--- src/rtl/ahb_wb_pkg.sv ---
// Shared encodings, FSM states and burst helpers for the AHB-Lite to
// Wishbone bridge.
package ahb_wb_pkg;

    localparam logic [1:0] HTRANS_BUSY   = 2'b01;
    localparam logic [1:0] HTRANS_NONSEQ = 2'b10;
    localparam logic [1:0] HTRANS_SEQ    = 2'b11;

    localparam logic [2:0] HBURST_SINGLE = 3'b000;
    localparam logic [2:0] HBURST_INCR   = 3'b001;
    localparam logic [2:0] HBURST_WRAP4  = 3'b010;
    localparam logic [2:0] HBURST_INCR4  = 3'b011;
    localparam logic [2:0] HBURST_WRAP8  = 3'b100;
    localparam logic [2:0] HBURST_INCR8  = 3'b101;
    localparam logic [2:0] HBURST_WRAP16 = 3'b110;
    localparam logic [2:0] HBURST_INCR16 = 3'b111;

    localparam logic [2:0] CTI_CLASSIC = 3'b000;
    localparam logic [2:0] CTI_INCR    = 3'b010;
    localparam logic [2:0] CTI_EOB     = 3'b111;

    localparam logic [1:0] BTE_LINEAR = 2'b00;
    localparam logic [1:0] BTE_WRAP4  = 2'b01;
    localparam logic [1:0] BTE_WRAP8  = 2'b10;
    localparam logic [1:0] BTE_WRAP16 = 2'b11;

    typedef enum logic [2:0] {
        ST_IDLE,
        ST_WB_ACTIVE,
        ST_RESP_OK,
        ST_BURST_HOLD,
        ST_ERR1,
        ST_ERR2
    } state_t;

    // Zero marks an undefined-length transfer (SINGLE or INCR).
    function automatic logic [4:0] burst_len(input logic [2:0] hburst);
        logic [4:0] len;
        case (hburst)
            HBURST_SINGLE, HBURST_INCR:   len = 5'd0;
            HBURST_WRAP4, HBURST_INCR4:   len = 5'd4;
            HBURST_WRAP8, HBURST_INCR8:   len = 5'd8;
            HBURST_WRAP16, HBURST_INCR16: len = 5'd16;
            default:                      len = 5'd0;
        endcase
        return len;
    endfunction

    function automatic logic [1:0] burst_bte(input logic [2:0] hburst);
        logic [1:0] bte;
        case (hburst)
            HBURST_WRAP4:  bte = BTE_WRAP4;
            HBURST_WRAP8:  bte = BTE_WRAP8;
            HBURST_WRAP16: bte = BTE_WRAP16;
            default:       bte = BTE_LINEAR;
        endcase
        return bte;
    endfunction

    // cnt is the number of beats left including the one being issued.
    function automatic logic [2:0] beat_cti(input logic [4:0] cnt);
        logic [2:0] cti;
        if (cnt == 5'd0) begin
            cti = CTI_CLASSIC;
        end else if (cnt == 5'd1) begin
            cti = CTI_EOB;
        end else begin
            cti = CTI_INCR;
        end
        return cti;
    endfunction

endpackage

--- src/rtl/ahb_wb_sel_gen.sv ---
// Byte-lane select generation from HSIZE and the low address bits,
// little-endian, with an oversize-transfer flag.
module ahb_wb_sel_gen
    import ahb_wb_pkg::*;
#(
    parameter int DATA_WIDTH = 32
) (
    input  logic [2:0]              hsize,
    input  logic [2:0]              addr_lo,
    output logic [DATA_WIDTH/8-1:0] sel,
    output logic                    size_err
);

    localparam int NB = DATA_WIDTH / 8;
    localparam int OFFW = $clog2(NB);
    localparam logic [2:0] LANE_MASK = 3'(NB - 1);

    logic [2:0] offset;

    // A lane is selected when it falls in the same size-aligned block
    // as the addressed byte.
    always_comb begin
        offset   = addr_lo & LANE_MASK;
        size_err = hsize > 3'(OFFW);
        sel      = '0;
        for (int i = 0; i < NB; i++) begin
            sel[i] = !size_err && ((3'(i) >> hsize) == (offset >> hsize));
        end
    end

endmodule

--- src/rtl/ahb_wb_bridge.sv ---
// AHB-Lite slave to Wishbone B4 classic master bridge with wait states,
// byte lanes, CTI/BTE burst tagging and two-cycle ERROR responses.
module ahb_wb_bridge
    import ahb_wb_pkg::*;
#(
    parameter int ADDR_WIDTH     = 32,
    parameter int DATA_WIDTH     = 32,
    parameter int TIMEOUT_CYCLES = 256
) (
    input  logic                    HCLK,
    input  logic                    HRESETn,
    input  logic                    HSEL,
    input  logic [ADDR_WIDTH-1:0]   HADDR,
    input  logic [1:0]              HTRANS,
    input  logic                    HWRITE,
    input  logic [2:0]              HSIZE,
    input  logic [2:0]              HBURST,
    input  logic [DATA_WIDTH-1:0]   HWDATA,
    input  logic                    HREADY,
    output logic [DATA_WIDTH-1:0]   HRDATA,
    output logic                    HREADYOUT,
    output logic                    HRESP,
    output logic                    wb_cyc,
    output logic                    wb_stb,
    output logic                    wb_we,
    output logic [ADDR_WIDTH-1:0]   wb_adr,
    output logic [DATA_WIDTH/8-1:0] wb_sel,
    output logic [DATA_WIDTH-1:0]   wb_dat_w,
    output logic [2:0]              wb_cti,
    output logic [1:0]              wb_bte,
    input  logic [DATA_WIDTH-1:0]   wb_dat_r,
    input  logic                    wb_ack,
    input  logic                    wb_err
);

    localparam int NB = DATA_WIDTH / 8;
    localparam int TW = $clog2(TIMEOUT_CYCLES + 2);

    state_t                state_q, state_d;
    logic                  hreadyout_q, hreadyout_d;
    logic                  hresp_q, hresp_d;
    logic [DATA_WIDTH-1:0] hrdata_q, hrdata_d;
    logic                  cyc_q, cyc_d;
    logic                  stb_q, stb_d;
    logic                  we_q, we_d;
    logic [ADDR_WIDTH-1:0] adr_q, adr_d;
    logic [NB-1:0]         sel_q, sel_d;
    logic [2:0]            cti_q, cti_d;
    logic [1:0]            bte_q, bte_d;
    logic [4:0]            beat_cnt_q, beat_cnt_d;
    logic [TW-1:0]         to_cnt_q, to_cnt_d;

    logic [NB-1:0] sel_c;
    logic          size_err;
    logic          capture;
    logic          is_seq;
    logic          can_accept;
    logic          timeout_hit;
    logic [4:0]    cap_cnt;

    ahb_wb_sel_gen #(
        .DATA_WIDTH(DATA_WIDTH)
    ) u_sel_gen (
        .hsize   (HSIZE),
        .addr_lo (HADDR[2:0]),
        .sel     (sel_c),
        .size_err(size_err)
    );

    assign is_seq  = HTRANS == HTRANS_SEQ;
    assign capture = HSEL && HREADY
                     && (HTRANS == HTRANS_NONSEQ || is_seq);

    // A SEQ beat continues the running count; NONSEQ reloads it.
    assign cap_cnt = is_seq
                     ? ((beat_cnt_q != 5'd0) ? beat_cnt_q - 5'd1 : 5'd0)
                     : burst_len(HBURST);

    assign timeout_hit = (TIMEOUT_CYCLES != 0)
                         && (int'(to_cnt_q) >= TIMEOUT_CYCLES - 1);

    always_comb begin
        state_d     = state_q;
        hreadyout_d = hreadyout_q;
        hresp_d     = hresp_q;
        hrdata_d    = hrdata_q;
        cyc_d       = cyc_q;
        stb_d       = stb_q;
        we_d        = we_q;
        adr_d       = adr_q;
        sel_d       = sel_q;
        cti_d       = cti_q;
        bte_d       = bte_q;
        beat_cnt_d  = beat_cnt_q;
        to_cnt_d    = to_cnt_q;
        can_accept  = 1'b0;

        unique case (state_q)
            ST_IDLE: begin
                can_accept = 1'b1;
            end
            ST_WB_ACTIVE: begin
                if (wb_err || timeout_hit) begin
                    state_d     = ST_ERR1;
                    cyc_d       = 1'b0;
                    stb_d       = 1'b0;
                    hreadyout_d = 1'b0;
                    hresp_d     = 1'b1;
                    beat_cnt_d  = '0;
                    cti_d       = CTI_CLASSIC;
                    bte_d       = BTE_LINEAR;
                end else if (wb_ack) begin
                    state_d     = ST_RESP_OK;
                    stb_d       = 1'b0;
                    cyc_d       = beat_cnt_q > 5'd1;
                    hreadyout_d = 1'b1;
                    hresp_d     = 1'b0;
                    if (!we_q) begin
                        hrdata_d = wb_dat_r;
                    end
                end else begin
                    to_cnt_d = to_cnt_q + 1'b1;
                end
            end
            ST_RESP_OK, ST_BURST_HOLD: begin
                can_accept = 1'b1;
                // BUSY inside a fixed burst parks the cycle with stb low.
                if (HSEL && HTRANS == HTRANS_BUSY
                    && (state_q == ST_BURST_HOLD || beat_cnt_q > 5'd1)) begin
                    state_d = ST_BURST_HOLD;
                    cyc_d   = 1'b1;
                end else begin
                    state_d    = ST_IDLE;
                    cyc_d      = 1'b0;
                    beat_cnt_d = '0;
                end
            end
            ST_ERR1: begin
                state_d     = ST_ERR2;
                hreadyout_d = 1'b1;
            end
            ST_ERR2: begin
                can_accept = 1'b1;
                state_d    = ST_IDLE;
                hresp_d    = 1'b0;
            end
            default: begin
                state_d = ST_IDLE;
            end
        endcase

        if (can_accept && capture) begin
            if (size_err) begin
                state_d     = ST_ERR1;
                cyc_d       = 1'b0;
                stb_d       = 1'b0;
                hreadyout_d = 1'b0;
                hresp_d     = 1'b1;
                beat_cnt_d  = '0;
                cti_d       = CTI_CLASSIC;
                bte_d       = BTE_LINEAR;
            end else begin
                state_d     = ST_WB_ACTIVE;
                cyc_d       = 1'b1;
                stb_d       = 1'b1;
                we_d        = HWRITE;
                adr_d       = HADDR;
                sel_d       = sel_c;
                beat_cnt_d  = cap_cnt;
                cti_d       = beat_cti(cap_cnt);
                bte_d       = (cap_cnt != 5'd0) ? burst_bte(HBURST) : BTE_LINEAR;
                to_cnt_d    = '0;
                hreadyout_d = 1'b0;
                hresp_d     = 1'b0;
            end
        end
    end

    always_ff @(posedge HCLK or negedge HRESETn) begin
        if (!HRESETn) begin
            state_q     <= ST_IDLE;
            hreadyout_q <= 1'b1;
            hresp_q     <= 1'b0;
            hrdata_q    <= '0;
            cyc_q       <= 1'b0;
            stb_q       <= 1'b0;
            we_q        <= 1'b0;
            adr_q       <= '0;
            sel_q       <= '0;
            cti_q       <= CTI_CLASSIC;
            bte_q       <= BTE_LINEAR;
            beat_cnt_q  <= '0;
            to_cnt_q    <= '0;
        end else begin
            state_q     <= state_d;
            hreadyout_q <= hreadyout_d;
            hresp_q     <= hresp_d;
            hrdata_q    <= hrdata_d;
            cyc_q       <= cyc_d;
            stb_q       <= stb_d;
            we_q        <= we_d;
            adr_q       <= adr_d;
            sel_q       <= sel_d;
            cti_q       <= cti_d;
            bte_q       <= bte_d;
            beat_cnt_q  <= beat_cnt_d;
            to_cnt_q    <= to_cnt_d;
        end
    end

    assign HREADYOUT = hreadyout_q;
    assign HRESP     = hresp_q;
    assign HRDATA    = hrdata_q;
    assign wb_cyc    = cyc_q;
    assign wb_stb    = stb_q;
    assign wb_we     = we_q;
    assign wb_adr    = adr_q;
    assign wb_sel    = sel_q;
    assign wb_cti    = cti_q;
    assign wb_bte    = bte_q;
    assign wb_dat_w  = HWDATA;

endmodule
--- config.mk ---
export PLATFORM = sky130hd
export DESIGN_NAME = ahb_wb_bridge
export DESIGN_NICKNAME = d
export VERILOG_FILES = /design/src/rtl/ahb_wb_pkg.sv /design/src/rtl/ahb_wb_sel_gen.sv /design/src/rtl/ahb_wb_bridge.sv
export SDC_FILE = /design/constraint.sdc
export NUM_CORES = 1
export LEC_CHECK = 0
export ABC_AREA = 1
export CORE_ASPECT_RATIO = 0.8
export CORE_UTILIZATION = 41
export CTS_CLUSTER_SIZE = 28
export DETAILED_ROUTE_END_ITERATION = 12
export HOLD_SLACK_MARGIN = 0.1
export PLACE_DENSITY = 0.81
export SLEW_MARGIN = 20
export SYNTH_ARGS = -nofsm -noshare
export SYNTH_HDL_FRONTEND = slang
export SYNTH_SLANG_ARGS = --single-unit
--- constraint.sdc ---
create_clock -name HCLK -period 2.1 [get_ports HCLK]
set_input_delay 0.42 -clock HCLK [delete_from_list [all_inputs] [get_ports HCLK]]
set_output_delay 0.42 -clock HCLK [all_outputs]
set_load 0.05 [all_outputs]
==> flow_metrics.py, run 1 <==
metrics = {
    "run_status": {
        "status": "complete, no violations",
    },
    "synth": {
        "synth_cell_types": 37,
        "synth_mux_area_share_pct": 0,
        "synth_area_mm2": 0.00468,
        "synth.ff_latch_count": 94,
        "synthSimpleGateAreaFrac_pct": 22.7,
        "postSynthAreaPerCell_um2": 8.70,
        "synth_xor_area_share_pct": 0.562,
        "yosys_warnings": 0,
        "ys_seq_area_share_pct": 50.3,
        "synth_nets": 654,
        "synthAdderAreaFrac_pct": 1.34,
        "synth_top_family_by_area": "simple AND/OR/NAND/NOR gates",
        "synth-compound-area-share_pct": 10.2,
        "synthesis.instances": 538,
    },
    "floorplan": {
        "core_area_mm2": 0.0110,
        "num_rows": 34,
        "dieHeight_um": 97.5,
        "ios": 221,
        "fp.dieW_um": 121,
        "dieArea_mm2": 0.0118,
        "initial_core_util_pct": 42.6,
    },
    "clock_network": {
        "tritoncts": "done",
        "clk_path_buf_depth": 2,
        "clk_pin_slew_ns": 0.07,
        "root_buffer": "clkbuf_16",
        "numCtsBuffers": 9,
        "clock_sinks": 94,
        "cts_max_level": 3,
        "worstSkewPairLatency_ns": 0.33,
    },
    "setup_path": {
        "required_ns": 2.33,
        "cp.arrival_ns": 2.32,
        "critPathLaunchType": "flop",
        "path_class": "reg2reg",
        "r2r_slack_ns": 0.01,
        "crit_path_max_fanout": 8,
        "r2r_cells": 14,
        "regToRegStartpoint": "to_cnt_q[1]",
        "cp-end-kind": "flop",
        "r2r-end": "HRDATA[15]",
    },
    "sta": {
        "fin_ws_ns": 0.0103,
        "finalHoldViolCount": 0,
        "period_needed_ns": 2.09,
        "fin_crit_sh_pct": 99.5,
        "slew_viol_final": 0,
        "rsz0062_at_grt": "true",
        "fmax_mhz": 479,
        "slew_headroom_pct": 60.6,
        "fin_hold_ws_ns": 0.0847,
        "fin_skew_ns": 0.00989,
        "finalSetupViolCount": 0,
        "worst_pin_slew_ns": 0.591,
    },
    "final_layout": {
        "syn2layout_area_growth_pct": 46.2,
        "antenna_cells": 0,
        "drive_gt1_share_pct": 17.2,
        "final_cell_mix": "nand2_1 (167), clkdlybuf4s50_1 (154), dfrtp_1 (93), inv_1 (69), o21ai_2 (32)",
        "nNetsFinal": 801,
        "nFillCells": 889,
        "final_common_cell": "nand2_1",
        "finalCoreUtilization_pct": 62.3,
    },
    "global_routing": {
        "use_met3_pct": 6.28,
        "grtUsageMet2_pct": 35.3,
        "grt_max_degree": 44,
        "grt_pass1_wl_um": 18800,
        "antenna_found_initial": 0,
        "gr-max-usage-layer": "met2",
        "gr-usage-all-layers_pct": 20.2,
        "grt-ovfl-total": 0,
        "grt_pass1_vias": 4057,
        "gr-usage-met1_pct": 23.7,
    },
    "power": {
        "total_leakage_power_nw": 3.43,
        "power_density_mw_per_mm2": 1530,
        "finalPower_mw": 10.5,
        "ir_drop_uv": 1180,
    },
    "drt": {
        "drc": 0,
        "first_pass_iters": 4,
        "drtAntennaViolNets": 0,
        "wire_per_inst_um": 14.1,
        "drt_iter0_markers": 101,
        "drt_wl_total_um": 11800,
        "viasPerCell": 4.78,
        "vias": 3987,
    },
    "place": {
        "place_congestion": 0.790,
        "port_buffers": 156,
        "pre_cts_slack_ns": -0.114,
        "hpwl_um": 8070,
    },
    "worst_hold_path": {
        "hold_path.class": "in2async",
    },
    "flow_run": {
        "drv_cap": 0,
    },
}
## worst max-delay path, stage by stage, from the launching register on
cell and delay, ns:
dfrtp_1 0.39, ha_2 0.19, nand4_1 0.14, nor3b_2 0.07, ha_2 0.17, nor2_2 0.08, nand2_2 0.08, inv_2 0.07
nand2_4 0.06, nor2_4 0.12, nand3_4 0.10, buf_12 0.18, clkbuf_16 0.16, nand2_1 0.09, o21ai_2 0.06
## Yosys cell counts (all sizes together)
library cell | instances | area share [%]
nand3 | 23 | 3.0
a211oi | 1 | 0.16
dfrtp | 93 | 50
nand3b | 1 | 0.16
a31o | 1 | 0.19
dfstp | 1 | 0.56
inv | 74 | 5.9
nand2 | 182 | 15
a21o | 1 | 0.16
nor3 | 4 | 0.67
o21ai | 48 | 7.7
a21oi | 9 | 1.2
xor2 | 3 | 0.56
or2 | 1 | 0.13
nor4 | 1 | 0.13
o21bai | 1 | 0.16
nor3b | 1 | 0.16
ha | 5 | 1.3
nor2 | 30 | 3.1
nand4 | 4 | 0.53
buf | 50 | 8.9
o21a | 2 | 0.32
o221ai | 1 | 0.19
a22oi | 1 | 0.16
## layout make-up
class,count,area (um2),area share (%)
Clock buffer,10,239,3.49
Timing Repair Buffer,186,2010,29.3
Multi-Input combinational cell,320,1700,24.8
Clock inverter,6,83.8,1.23
Sequential cell,94,2350,34.4
Inverter,74,278,4.06
Tap cell,144,180,2.63
## power by group
group,internal [mW],switching (mW)
sequential,2.59,0.515
clock,1.07,0.667
combinational,1.95,3.67
total,5.61,4.86
## how the worst max path moves through the flow
stage	end	depth (start not counted)	slack (ns)	start
detailed placement	HRDATA[13]	13	-0.11	to_cnt_q[0]
finish	HRDATA[15]	14	0.01	to_cnt_q[1]
global placement	to_cnt_q[4]	12	0.01	to_cnt_q[0]
global route	HRDATA[15]	14	-0.09	to_cnt_q[1]
floorplan	HRDATA[23]	13	0.18	to_cnt_q[0]
CTS	HRDATA[24]	14	-0.002	to_cnt_q[0]
## timing repair
item	in CTS	in global routing
gates resized for setup	11	18
gates cloned	4	3
buffers inserted	3	4
pin swaps	4	6
hold buffers	0	0
setup endpoints to repair	36	45
## metrics by stage
| stage | setup TNS [ns] | cell area [um2] | cells |
|---|---|---|---|
| 2_1_floorplan | 0 | 4680 | 538 |
| 3_3_place_gp | 0 | 6180 | 804 |
| 3_5_place_dp | -3.01 | 6180 | 804 |
| 4_1_cts | -0.00242 | 6680 | 827 |
| 5_1_grt | -0.395 | 6840 | 834 |
| 6_report | 0 | 6840 | 834 |
## sequential cells by signal (all words and copies together), names as in the netlist
| name | cells |
|---|---|
| wb_cyc | 1 |
| to_cnt_q | 9 |
| beat_cnt_q | 5 |
| wb_cti | 2 |
| wb_we | 1 |
| HREADYOUT | 1 |
| wb_sel | 4 |
| wb_stb | 1 |
| wb_bte | 2 |
| HRDATA | 32 |
| state_q | 3 |
| wb_adr | 32 |
| HRESP | 1 |
## cell families after synthesis
group,Yosys count
AND/OR/NAND/NOR,247
buffers and inverters,124
flip-flops,94
AO/OA/AOI/OAI,65
adder cells (fa/ha/maj),5
XOR/XNOR,3
## layer usage
layer / up-vias / part of all wire, %
li1: 1922 / -
met1: 1919 / 42
met2: 128 / 50
met3: 18 / 6.5
met4: 0 / 1.5
met5: - / 0
(Power assumes the default switching activity.)
==> inputs of run 2 (changes only) <==
CORE_UTILIZATION = 37   (was 41)
PLACE_DENSITY = 0.77   (was 0.81)
clock period = 1.85 ns   (was 2.1 ns; I/O delays follow)
==> flow_metrics.py, run 2 (synthesized netlist as in run 1, its figures left out) <==
metrics = {
    "setup_path": {
        "cp_slowest_stage_delay_ns": 0.36,
        "critPathSlowestCell": "dfrtp_1",
        "r2r-end": "HRDATA[12]",
        "crit_path_max_fanout": 8,
        "r2r_cells": 14,
        "critPathLaunchType": "flop",
        "r2r_slack_ns": -0.24,
        "cp-end-kind": "flop",
        "crit_top_cell": "ha_2",
        "cp.arrival_ns": 2.37,
        "worst-path-buf-inv": 3,
        "regToRegStartpoint": "to_cnt_q[1]",
        "path_class": "reg2reg",
        "cp_num_cells": 14,
        "path_cells": "ha_2 > nand4_1 > nor3b_2 > ha_2 > nor2_2 > nand2_2 > inv_2 > nand2_4 > nor2_4 > nand3_4 > buf_12 > clkbuf_16 > nand2_1 > o21ai_2",
        "path_delay_family": "simple AND/OR/NAND/NOR gates",
        "required_ns": 2.12,
    },
    "clock_network": {
        "clk_path_buf_depth": 2,
        "root_buffer": "clkbuf_16",
        "tritoncts": "done",
        "clock_sinks": 94,
        "numCtsBuffers": 9,
        "cts_max_level": 3,
        "clk_pin_slew_ns": 0.07,
        "worstSkewPairLatency_ns": 0.34,
    },
    "final_layout": {
        "regArea_mm2": 0.00235,
        "syn2layout_area_growth_pct": 48.9,
        "nFillCells": 1033,
        "fin_cells": 879,
        "drive_gt1_share_pct": 31.9,
        "multi_input_area_mm2": 0.00181,
        "final_cell_mix": "nand2_1 (146), dfrtp_1 (93), buf_4 (91), clkdlybuf4s50_1 (77), inv_1 (68)",
        "stdcell_area_mm2": 0.00697,
        "final_common_cell": "nand2_1",
        "antenna_cells": 0,
        "nNetsFinal": 819,
    },
    "sta": {
        "finalHoldViolCount": 0,
        "fin_skew_ns": 0.00779,
        "fin_ws_ns": -0.242,
        "rsz0062_at_grt": "true",
        "finalSetupViolCount": 57,
        "slew_headroom_pct": 67.4,
        "worst_pin_slew_ns": 0.490,
        "slew_viol_final": 0,
        "fmax_mhz": 478,
        "period_needed_ns": 2.09,
        "finalSetupTns_ns": -11.18,
        "fin_crit_sh_pct": 113,
    },
    "floorplan": {
        "dieHeight_um": 103,
        "initial_core_util_pct": 38.2,
        "core_area_mm2": 0.0123,
        "ios": 221,
        "num_rows": 36,
        "fp.dieW_um": 128,
        "dieArea_mm2": 0.0131,
    },
    "run_status": {
        "violations": "negative setup slack",
        "status": "complete, but fails checks",
    },
    "place": {
        "dp_cells": 842,
        "place_congestion": 0.830,
        "place_area_mm2": 0.00619,
        "hpwl_um": 8350,
        "port_buffers": 156,
    },
    "flow_run": {
        "drv_cap": 0,
    },
    "power": {
        "power_density_mw_per_mm2": 1710,
        "total_leakage_power_nw": 3.65,
        "p_sw_share_pct": 47.3,
        "clock_power_share_pct": 17.9,
        "ir_drop_uv": 1190,
        "power.internal_mw": 6.28,
        "combPwrFrac_pct": 52.4,
        "p_sw_mw": 5.63,
        "finalPower_mw": 11.9,
        "seqPwrFrac_pct": 29.7,
    },
    "drt": {
        "drtAntennaViolNets": 0,
        "drt_iter0_markers": 137,
        "vias": 4070,
        "drt_wl_total_um": 12200,
        "first_pass_iters": 4,
        "wire_per_inst_um": 13.9,
        "viasPerCell": 4.63,
        "drc": 0,
    },
    "global_routing": {
        "grt_max_degree": 38,
        "antenna_found_initial": 0,
        "gr-usage-all-layers_pct": 18.4,
        "grt-ovfl-total": 0,
        "grt_pass1_wl_um": 18900,
        "grt_pass1_vias": 3996,
    },
    "worst_hold_path": {
        "hold-path-cell-count": 2,
        "worstHoldStart": "wb_adr[30]",
        "hold_path.class": "reg2reg",
        "holdPathEnd": "wb_adr[30]",
    },
}
## run 2: cell count changes in the layout (fill, tap and decap cells not counted), sizes merged
cell	before	now
buf	28	109
clkdlybuf4s50	154	77
dlygate4sd2	0	15
clkbuf	13	10
bufinv	2	3
clkinv	3	2
dlygate4sd3	0	1
inv	75	76
## run 2: per-stage QoR
stage          hold WS, ns  utilization, %  setup slack (ns)
6_report             0.469            56.9            -0.242
5_1_grt              0.490            56.9            -0.333
4_1_cts              0.471            55.9           -0.0902
2_1_floorplan       0.0744               -           -0.0154
3_5_place_dp         0.354            50.6            -0.238
3_3_place_gp         0.345            50.6            -0.101
## run 2: power groups by stage
stage	clock network [mW]	registers (mW)	logic, mW
after floorplan	0	6.12	1.54
after global placement	0	3.47	5.92
after detailed placement	0	3.50	6.04
after CTS	2.17	3.51	6.13
after global routing	2.27	3.65	6.62
final	2.13	3.54	6.25
## run 2: final cells by class
class / count / share of cell area, %
sequential: 94 / 33.8
timing repair buffer: 204 / 28.3
multi-input combinational: 320 / 25.9
inverter: 74 / 4.02
clock buffer: 9 / 3.23
tap: 171 / 3.07
clock inverter: 7 / 1.69
## run 2: metal layers
metal | up-vias | global-route usage, % | wire length (um)
li1 | 1954 | - | -
met1 | 1920 | 21.7 | 5020
met2 | 168 | 32.0 | 6070
met3 | 28 | 5.45 | 873
met4 | 0 | 7.69 | 246
met5 | - | 0 | 0
## run 2: how the worst max path moves through the flow
| stage | from | slack [ns] | to |
|---|---|---|---|
| 3_5_place_dp | to_cnt_q[0] | -0.24 | to_cnt_q[4] |
| 5_1_grt | to_cnt_q[1] | -0.33 | beat_cnt_q[3] |
| 4_1_cts | to_cnt_q[0] | -0.09 | HRDATA[28] |
| 3_3_place_gp | HTRANS[1] | -0.10 | wb_adr[13] |
| 2_1_floorplan | to_cnt_q[0] | -0.02 | HRDATA[23] |
| 6_report | to_cnt_q[1] | -0.24 | HRDATA[12] |
## run 2: worst min-delay path: cells and delay by family, from the launching register on
| kind | cells | cell delay, ns |
|---|---|---|
| DFF | 1 | 0.34 |
| and+or+nand+nor | 2 | 0.09 |
## run 2: what timing repair did
| item | CTS | global route |
|---|---|---|
| setup buffers | 15 | 1 |
| pin swaps | 7 | 17 |
| endpoints found under the hold margin | 30 | 0 |
| hold buffers | 1 | 0 |
| setup endpoints to repair | 65 | 57 |
| cloned | 3 | 1 |
| resized for setup | 56 | 27 |
==> inputs of run 3 (changes only) <==
CAP_MARGIN = 20   (was unset)
CORE_MARGIN = 2   (was unset)
==> flow_metrics.py, run 3 (synthesized netlist as in run 1, its figures left out) <==
metrics = {
    "power": {
        "total_leakage_power_nw": 3.61,
        "p_sw_mw": 5.66,
        "power_density_mw_per_mm2": 1730,
        "clock_power_share_pct": 17.3,
        "seqPwrFrac_pct": 30.0,
        "ir_drop_uv": 1030,
        "p_sw_share_pct": 47.1,
        "combPwrFrac_pct": 52.7,
        "power.internal_mw": 6.35,
    },
    "sta": {
        "finalSetupTns_ns": -7.85,
        "fin_crit_sh_pct": 111,
        "worst_pin_slew_ns": 0.490,
        "fmax_mhz": 489,
        "finalSetupViolCount": 54,
        "period_needed_ns": 2.05,
        "fin_ws_ns": -0.196,
        "fin_skew_ns": 0.00766,
        "slew_headroom_pct": 67.4,
        "finalHoldViolCount": 0,
        "rsz0062_at_grt": "true",
        "slew_viol_final": 0,
    },
    "setup_path": {
        "cp-end-kind": "flop",
        "critical_path.endpoint": "HRDATA[0]",
        "r2r_slack_ns": -0.20,
        "required_ns": 2.09,
        "path_class": "reg2reg",
        "cp.arrival_ns": 2.28,
        "r2r_cells": 14,
        "startpoint": "to_cnt_q[1]",
        "regToRegStartpoint": "to_cnt_q[1]",
        "critPathLaunchType": "flop",
        "crit_path_max_fanout": 8,
        "r2r-end": "HRDATA[0]",
    },
    "drt": {
        "first_pass_iters": 4,
        "drc": 0,
        "drt_wl_total_um": 11800,
        "drt_iter0_markers": 122,
        "wire_per_inst_um": 13.5,
        "drtAntennaViolNets": 0,
        "vias": 3987,
        "viasPerCell": 4.54,
    },
    "global_routing": {
        "grt_max_degree": 42,
        "antenna_found_initial": 0,
        "grt_pass1_vias": 3985,
        "grt_pass1_wl_um": 19200,
        "grt-ovfl-total": 0,
        "gr-usage-all-layers_pct": 17.8,
    },
    "place": {
        "place_congestion": 0.885,
        "port_buffers": 156,
        "hpwl_um": 8570,
        "pre_cts_slack_ns": -0.206,
    },
    "floorplan": {
        "initial_core_util_pct": 38.2,
        "dieArea_mm2": 0.0136,
        "num_rows": 36,
        "ios": 221,
        "fp.dieW_um": 130,
        "core_area_mm2": 0.0123,
        "dieHeight_um": 105,
    },
    "run_status": {
        "violations": "negative setup slack",
        "status": "complete, but fails checks",
    },
    "final_layout": {
        "drive_gt1_share_pct": 33.5,
        "syn2layout_area_growth_pct": 48.8,
        "finalCoreUtilization_pct": 56.8,
        "final_common_cell": "nand2_1",
        "antenna_cells": 0,
        "nNetsFinal": 820,
        "final_cell_mix": "nand2_1 (145), buf_4 (102), dfrtp_1 (93), clkdlybuf4s50_1 (77), inv_1 (69)",
        "nFillCells": 1080,
    },
    "clock_network": {
        "cts_max_level": 3,
        "worstSkewPairLatency_ns": 0.35,
        "clk_pin_slew_ns": 0.06,
        "root_buffer": "clkbuf_16",
        "clk_path_buf_depth": 2,
        "numCtsBuffers": 9,
        "tritoncts": "done",
        "clock_sinks": 94,
    },
    "worst_hold_path": {
        "hold_path.class": "reg2reg",
    },
    "flow_run": {
        "drv_cap": 0,
    },
}
run 3: layout make-up:
type	instances	area [um2]	share of cell area [%]
Sequential cell	94	2350	33.8
Multi-Input combinational cell	320	1880	27.0
Clock inverter	6	111	1.60
Inverter	74	278	3.99
Tap cell	171	214	3.07
Clock buffer	9	225	3.24
Timing Repair Buffer	205	1900	27.3
run 3: power by group through the flow:
stage	logic [mW]	clock network (mW)	registers (mW)
finish	6.33	2.08	3.60
global route	6.71	2.21	3.70
CTS	6.26	2.13	3.57
detailed placement	6.01	0	3.50
global placement	5.92	0	3.48
floorplan	1.54	0	6.12
run 3: what timing repair did:
action                                  4_1_cts  5_1_grt
gates resized for setup                      67       26
pin swaps                                     3       16
buffers inserted                              9        4
gates cloned                                  2        0
endpoints found under the setup margin       59       57
hold buffers                                  1        0
hold endpoints to repair                     21        0
run 3: how the worst min path moves through the flow:
stage / start / end / slack (ns) / cells after the start
finish: wb_adr[28] / wb_adr[28] / 0.46 / 2
floorplan: HRESETn / HRDATA[0] / 0.07 / 0
global route: wb_adr[27] / wb_adr[27] / 0.49 / 2
global placement: HRESETn / wb_adr[23] / 0.29 / 1
CTS: HRESETn / wb_adr[23] / 0.47 / 2
detailed placement: HRESETn / wb_adr[23] / 0.30 / 1
run 3: layer usage:
| layer | routed length (um) | vias up | GRT usage [%] |
|---|---|---|---|
| li1 | - | 1958 | - |
| met1 | 5020 | 1860 | 21.8 |
| met2 | 5690 | 148 | 29.3 |
| met3 | 952 | 21 | 6.35 |
| met4 | 190 | 0 | 5.53 |
| met5 | 0 | - | 0 |
run 3: through the flow:
step           power (mW)  hold slack (ns)  area, um2  cells
6_report             12.0            0.465       6960    879
5_1_grt              12.6            0.494       6960    879
4_1_cts              12.0            0.470       6870    877
3_5_place_dp         9.51            0.301       6180    850
3_3_place_gp         9.39            0.294       6180    850
2_1_floorplan        7.66           0.0744       4690    538
run 3: critical path: stages (launching register included):
cell and delay, ns:
dfrtp_1 0.38, ha_2 0.19, nand4_1 0.12, nor3b_2 0.07
ha_2 0.19, nor2_2 0.11, nand2_2 0.10, inv_2 0.09
nand2_4 0.06, nor2_4 0.10, nand3_4 0.10, buf_12 0.17
buf_6 0.14, nand2_1 0.07, o21ai_2 0.05
